==> src/rtl/mu0_reg_bank_if.sv <==
// Bus interface for mu0_reg_bank: one write port with an operation selector, two
// read ports, and the registered Zero/Carry flags. Clock and reset are not carried here.
interface mu0_reg_bank_if #(
    parameter int WIDTH = 12,
    parameter int DEPTH = 4
);
    localparam int AW = $clog2(DEPTH);

    logic             En;
    logic [1:0]       Op;
    logic [AW-1:0]    WAddr;
    logic [WIDTH-1:0] D;
    logic [AW-1:0]    RAddrA;
    logic [AW-1:0]    RAddrB;
    logic [WIDTH-1:0] QA;
    logic [WIDTH-1:0] QB;
    logic             Zero;
    logic             Carry;

    modport master (
        output En, Op, WAddr, D, RAddrA, RAddrB,
        input  QA, QB, Zero, Carry
    );

    modport slave (
        input  En, Op, WAddr, D, RAddrA, RAddrB,
        output QA, QB, Zero, Carry
    );
endinterface

==> src/rtl/mu0_reg_bank.sv <==
// mu0_reg_bank: DEPTH x WIDTH register bank for the MU0 datapath.
// One write port executes LOAD / INC / DEC / CLR on register WAddr, two combinational
// read ports, registered Zero/Carry flags describing the last executed write.
// Out-of-range write addresses are ignored; out-of-range read addresses return 0.
// Optional macro MU0_REG_BANK_BYPASS_EN forwards the pending write value to a read
// port addressing the register being written (write-to-read latency 0 instead of 1).
module mu0_reg_bank #(
    parameter int WIDTH = 12,
    parameter int DEPTH = 4
) (
    input  logic           Clk,
    input  logic           Reset,
    mu0_reg_bank_if.slave  bus
);
    localparam int AW = $clog2(DEPTH);

    localparam logic [1:0] OP_LOAD = 2'b00;
    localparam logic [1:0] OP_INC  = 2'b01;
    localparam logic [1:0] OP_DEC  = 2'b10;
    localparam logic [1:0] OP_CLR  = 2'b11;

    logic [WIDTH-1:0] r_mem [DEPTH];
    logic             r_zero;
    logic             r_carry;

    logic             w_wr_hit;
    logic             w_wr_en;
    logic [WIDTH-1:0] w_cur;
    logic [WIDTH-1:0] w_next;
    logic             w_carry_nx;
    logic [WIDTH-1:0] w_qa;
    logic [WIDTH-1:0] w_qb;

    // Decode the write address and compute the next value and carry for the target register
    always_comb begin
        w_wr_hit   = 1'b0;
        w_cur      = '0;
        for (int i = 0; i < DEPTH; i++) begin
            if (bus.WAddr == AW'(i)) begin
                w_wr_hit = 1'b1;
                w_cur    = r_mem[i];
            end
        end
        w_wr_en    = bus.En & w_wr_hit;
        w_next     = '0;
        w_carry_nx = 1'b0;
        case (bus.Op)
            OP_LOAD: w_next = bus.D;
            OP_INC: begin
                w_next     = w_cur + WIDTH'(1);
                w_carry_nx = &w_cur;
            end
            OP_DEC: begin
                w_next     = w_cur - WIDTH'(1);
                w_carry_nx = ~|w_cur;
            end
            OP_CLR:  w_next = '0;
            default: w_next = '0;
        endcase
    end

    // Read port A: stored contents, optionally overridden by the pending write value
    always_comb begin
        w_qa = '0;
        for (int i = 0; i < DEPTH; i++) begin
            if (bus.RAddrA == AW'(i)) w_qa = r_mem[i];
        end
`ifdef MU0_REG_BANK_BYPASS_EN
        if (Reset && w_wr_en && (bus.RAddrA == bus.WAddr)) w_qa = w_next;
`endif
    end

    // Read port B: same structure as port A, fully independent address
    always_comb begin
        w_qb = '0;
        for (int i = 0; i < DEPTH; i++) begin
            if (bus.RAddrB == AW'(i)) w_qb = r_mem[i];
        end
`ifdef MU0_REG_BANK_BYPASS_EN
        if (Reset && w_wr_en && (bus.RAddrB == bus.WAddr)) w_qb = w_next;
`endif
    end

    // Register array and flags; async reset clears everything and beats any write
    always_ff @(posedge Clk or negedge Reset) begin
        if (!Reset) begin
            for (int i = 0; i < DEPTH; i++) r_mem[i] <= '0;
            r_zero  <= 1'b0;
            r_carry <= 1'b0;
        end else if (w_wr_en) begin
            for (int i = 0; i < DEPTH; i++) begin
                if (bus.WAddr == AW'(i)) r_mem[i] <= w_next;
            end
            r_zero  <= (w_next == '0);
            r_carry <= w_carry_nx;
        end
    end

    assign bus.QA    = w_qa;
    assign bus.QB    = w_qb;
    assign bus.Zero  = r_zero;
    assign bus.Carry = r_carry;
endmodule
==> src/flat_wrapper.sv <==
// flat-port wrapper written by rule: the top's interface ports become plain ports
module mu0_reg_bank_flat 
#(
    parameter int WIDTH = 12,
    parameter int DEPTH = 4
)
  (Clk, Reset, bus_En, bus_Op, bus_WAddr, bus_D, bus_RAddrA, bus_RAddrB, bus_QA, bus_QB, bus_Zero, bus_Carry);
  mu0_reg_bank_if #(.WIDTH(WIDTH), .DEPTH(DEPTH)) bus_i ();
  input  logic Clk;
  input  logic Reset;
  input wire logic [$bits(bus_i.En)-1:0] bus_En;
  input wire logic [$bits(bus_i.Op)-1:0] bus_Op;
  input wire logic [$bits(bus_i.WAddr)-1:0] bus_WAddr;
  input wire logic [$bits(bus_i.D)-1:0] bus_D;
  input wire logic [$bits(bus_i.RAddrA)-1:0] bus_RAddrA;
  input wire logic [$bits(bus_i.RAddrB)-1:0] bus_RAddrB;
  output wire logic [$bits(bus_i.QA)-1:0] bus_QA;
  output wire logic [$bits(bus_i.QB)-1:0] bus_QB;
  output wire logic [$bits(bus_i.Zero)-1:0] bus_Zero;
  output wire logic [$bits(bus_i.Carry)-1:0] bus_Carry;
  assign bus_i.En = bus_En;
  assign bus_i.Op = bus_Op;
  assign bus_i.WAddr = bus_WAddr;
  assign bus_i.D = bus_D;
  assign bus_i.RAddrA = bus_RAddrA;
  assign bus_i.RAddrB = bus_RAddrB;
  assign bus_QA = bus_i.QA;
  assign bus_QB = bus_i.QB;
  assign bus_Zero = bus_i.Zero;
  assign bus_Carry = bus_i.Carry;
  mu0_reg_bank #(.WIDTH(WIDTH), .DEPTH(DEPTH)) u_core (.Clk(Clk), .Reset(Reset), .bus(bus_i));
endmodule
==> config.mk <==
export PLATFORM = sky130hd
export DESIGN_NAME = mu0_reg_bank_flat
export DESIGN_NICKNAME = d
export VERILOG_FILES = /design/src/rtl/mu0_reg_bank_if.sv /design/src/rtl/mu0_reg_bank.sv /design/src/flat_wrapper.sv
export SDC_FILE = /design/constraint.sdc
export NUM_CORES = 1
export LEC_CHECK = 0
export CORE_ASPECT_RATIO = 0.75
export CORE_MARGIN = 3
export CORE_UTILIZATION = 37
export CTS_BUF_LIST = sky130_fd_sc_hd__clkbuf_4
export DETAILED_ROUTE_END_ITERATION = 10
export PLACE_DENSITY = 0.69
export SLEW_MARGIN = 20
export SYNTH_ARGS = -nofsm -noshare
export SYNTH_HDL_FRONTEND = slang
export SYNTH_SLANG_ARGS = --single-unit
==> constraint.sdc <==
create_clock -name Clk -period 4.4 [get_ports Clk]
set_input_delay 0.88 -clock Clk [delete_from_list [all_inputs] [get_ports Clk]]
set_output_delay 0.88 -clock Clk [all_outputs]
set_load 0.05 [all_outputs]
==> qor.csv <==
metric;value;unit
status;finished clean;
ys_seq_area_share;36.52;%
hold_viol;0;
post_cts_buffers;0;
first_global_vias;2842;
grt_use_met3;3.721;%
portBuffers;48;
ctsResizeCount;0;
clock_latency;390;ps
final_antenna_net_count;0;
gr-usage-met1;29.90;%
finalInstanceArea;0.004270;mm2
post_dp_cell_area;0.004185;mm2
track_usage;20.04;%
internal-power;0.001150;W
ff_latch_area;0.001251;mm2
max_freq;252.4;MHz
synth_nets;352;
maxSlewViolCount;0;
ys_types;52;
dpl.cell_count;497;
worstPathRequired;4650;ps
tightest_slew;921.0;ps
ir_drop;0.2490;mV
grt-ovfl-total;0;
post-route-min-period;3962;ps
wl;9863;um
worstSetupPathType;in -> reg;
dr.pass1.iters;5;
drt_iter0_drc;264;
endpoint_kind;flop;
dp_slack;45.93;ps
maxSlewHeadroom;38.42;%
area_growth;24.65;%
h-tree-depth;2;
viasPerCell;5.810;
synth_ff_type;dfrtp_1;
met2_usage;30.87;%
avgSynthCellArea;10.88;um2
root_buffer;clkbuf_4;
num_rows;29;
critical_path_arrival;4220;ps
min_path_type;reg -> reg;
pwr-share-clk;14.2;%
clk_pin_slew_worst_paths;140;ps
cts_inserted_buffers;5;
drc;0;
synthesis.area;0.003426;mm2
setup_violations;0;
nFillCells;821;
busiest_layer;met2;
core;0.008745;mm2
nNetsFinal;417;
period_share;90.05;%
async_flop_share;100.0;%
globalplace.congestion;0.9139;
wl_per_cell;19.49;um
switchingPower;0.0008514;W
fin_ws;438.0;ps
ctsHoldBuffers;0;
grt_pass1_wl;15660;um
max_cap_violations;0;
cp_max_fo;18;
pwr_density_cell;468.7;mW/mm2
cp-start-kind;input port;
routed-via-count;2940;
synth-seq-cells;50;
drive_gt1_share;21.26;%
numClockSinks;50;
finalNonFillerCells;506;
skew;8.545;ps
grt_max_degree;51;
initial_core_util;39.18;%
fin_setup_tns;0;ps
cts_tree;done;
cts_buffer_depth;2;
p_sw_share;42.54;%
p_seq_share;33.7;%
die_w;117.1;um
antenna_found_initial;0;
multi_input_area;0.002081;mm2
yosys_warnings;0;
dp_hpwl;7343;um
dieArea;0.01046;mm2
leakagePower;1.810;nW
rsz0062_at_grt;false;
die_y;89.33;um
syn_inst;315;
synth_edf_count;0;
ios;49;
comb_power_share;52.1;%
cells by family (layout without fill, tap and decap cells):
logic type                 Yosys count  count (layout)  synth area share [%]
DFF                                 50              50                 36.52
adders and majority gates           14              14                 5.332
and+or+nand+nor                     95              95                 13.33
xor gates and xnor gates             6               6                 1.534
other                                0               1                     0
AOI/OAI and AO/OA                   90              90                 16.18
muxes                               38              38                 24.21
buffers and inverters               22              88                 2.885
layout make-up:
class | instances | area share, %
timing repair buffer | 76 | 16.00
clock buffer | 7 | 1.231
sequential | 50 | 29.30
clock inverter | 1 | 0.7032
tap | 124 | 3.633
inverter | 4 | 0.3516
multi-input combinational | 243 | 48.73
antenna | 1 | 0.05860
cell usage after synthesis, types with 13 or more instances:
library cell	n	area [um2]
clkbuf_1	13	48.80
dfrtp_1	50	1251
nand2_1	42	157.7
a21oi_1	17	85.08
nor2_1	17	63.81
ha_1	13	162.7
o21ai_0	44	220.2
mux4_2	33	743.2
routing by layer:
metal / wire length, um / vias up
met2: 4519 / 111
li1: - / 1353
met5: 0 / -
met4: 73 / 0
met1: 4505 / 1468
met3: 764 / 8
registers in the layout, summed over array words and instances (netlist names):
name              count
u_core.bus.Zero       1
u_core.bus.Carry      1
u_core.r_mem         48
worst max-delay path: stages:
cell and delay (ps):
clkdlybuf4s50_1 510, buf_12 190, mux4_2 580, fa_1 470, a21o_1 200, a221o_1 350
nand2b_1 180, a21oi_1 190, xnor2_1 90, a22oi_1 390, o21ai_0 170
stage by stage:
step	utilization, %	total power [W]	hold slack [ps]
CTS	48.81	0.002007	540.3
finish	48.83	0.002001	541.6
global route	48.81	0.002118	588.4
floorplan	-	0.001359	474.4
global placement	47.86	0.001695	492.6
detailed placement	47.86	0.001717	507.1
power groups by stage:
stage,Sequential [W],Clock [W],Combinational [W]
finish,0.000674,0.000284,0.00104
global route,0.000691,0.000309,0.00112
CTS,0.000672,0.000295,0.00104
detailed placement,0.000683,0,0.00103
global placement,0.000672,0,0.00102
floorplan,0.000647,0,0.000712
cells in the final DEF, fill, tap and decap left out, types with 3 or more instances in the layout:
master and instances:
a21oi_1 17, xnor2_1 4, a22oi_1 3, nor2_1 17, nand3b_1 4, nand2_1 42, nand2b_1 3, and3_1 4
mux4_2 33, dfrtp_1 50, ha_1 13, inv_1 4, a2bb2oi_1 3, clkbuf_4 7, clkdlybuf4s50_1 41, nand3_1 3
nor3_1 4, nor4_1 4, o21ai_0 44, buf_4 33
final timing paths:
kind	startpoint	to	slack [ps]	cells after the start
setup / recovery	bus_WAddr[0]	u_core.r_mem[32]	440	11
hold / removal	u_core.bus.Carry	u_core.bus.Carry	540	2
hold reg to reg	u_core.bus.Carry	u_core.bus.Carry	540	2
max in group asynchronous	Reset	u_core.r_mem[44]	3390	2
min in group asynchronous	Reset	u_core.r_mem[45]	580	2
setup reg to reg	u_core.r_mem[1]	u_core.r_mem[32]	1220	9
Note: power is estimated with default switching activity, not from simulation.
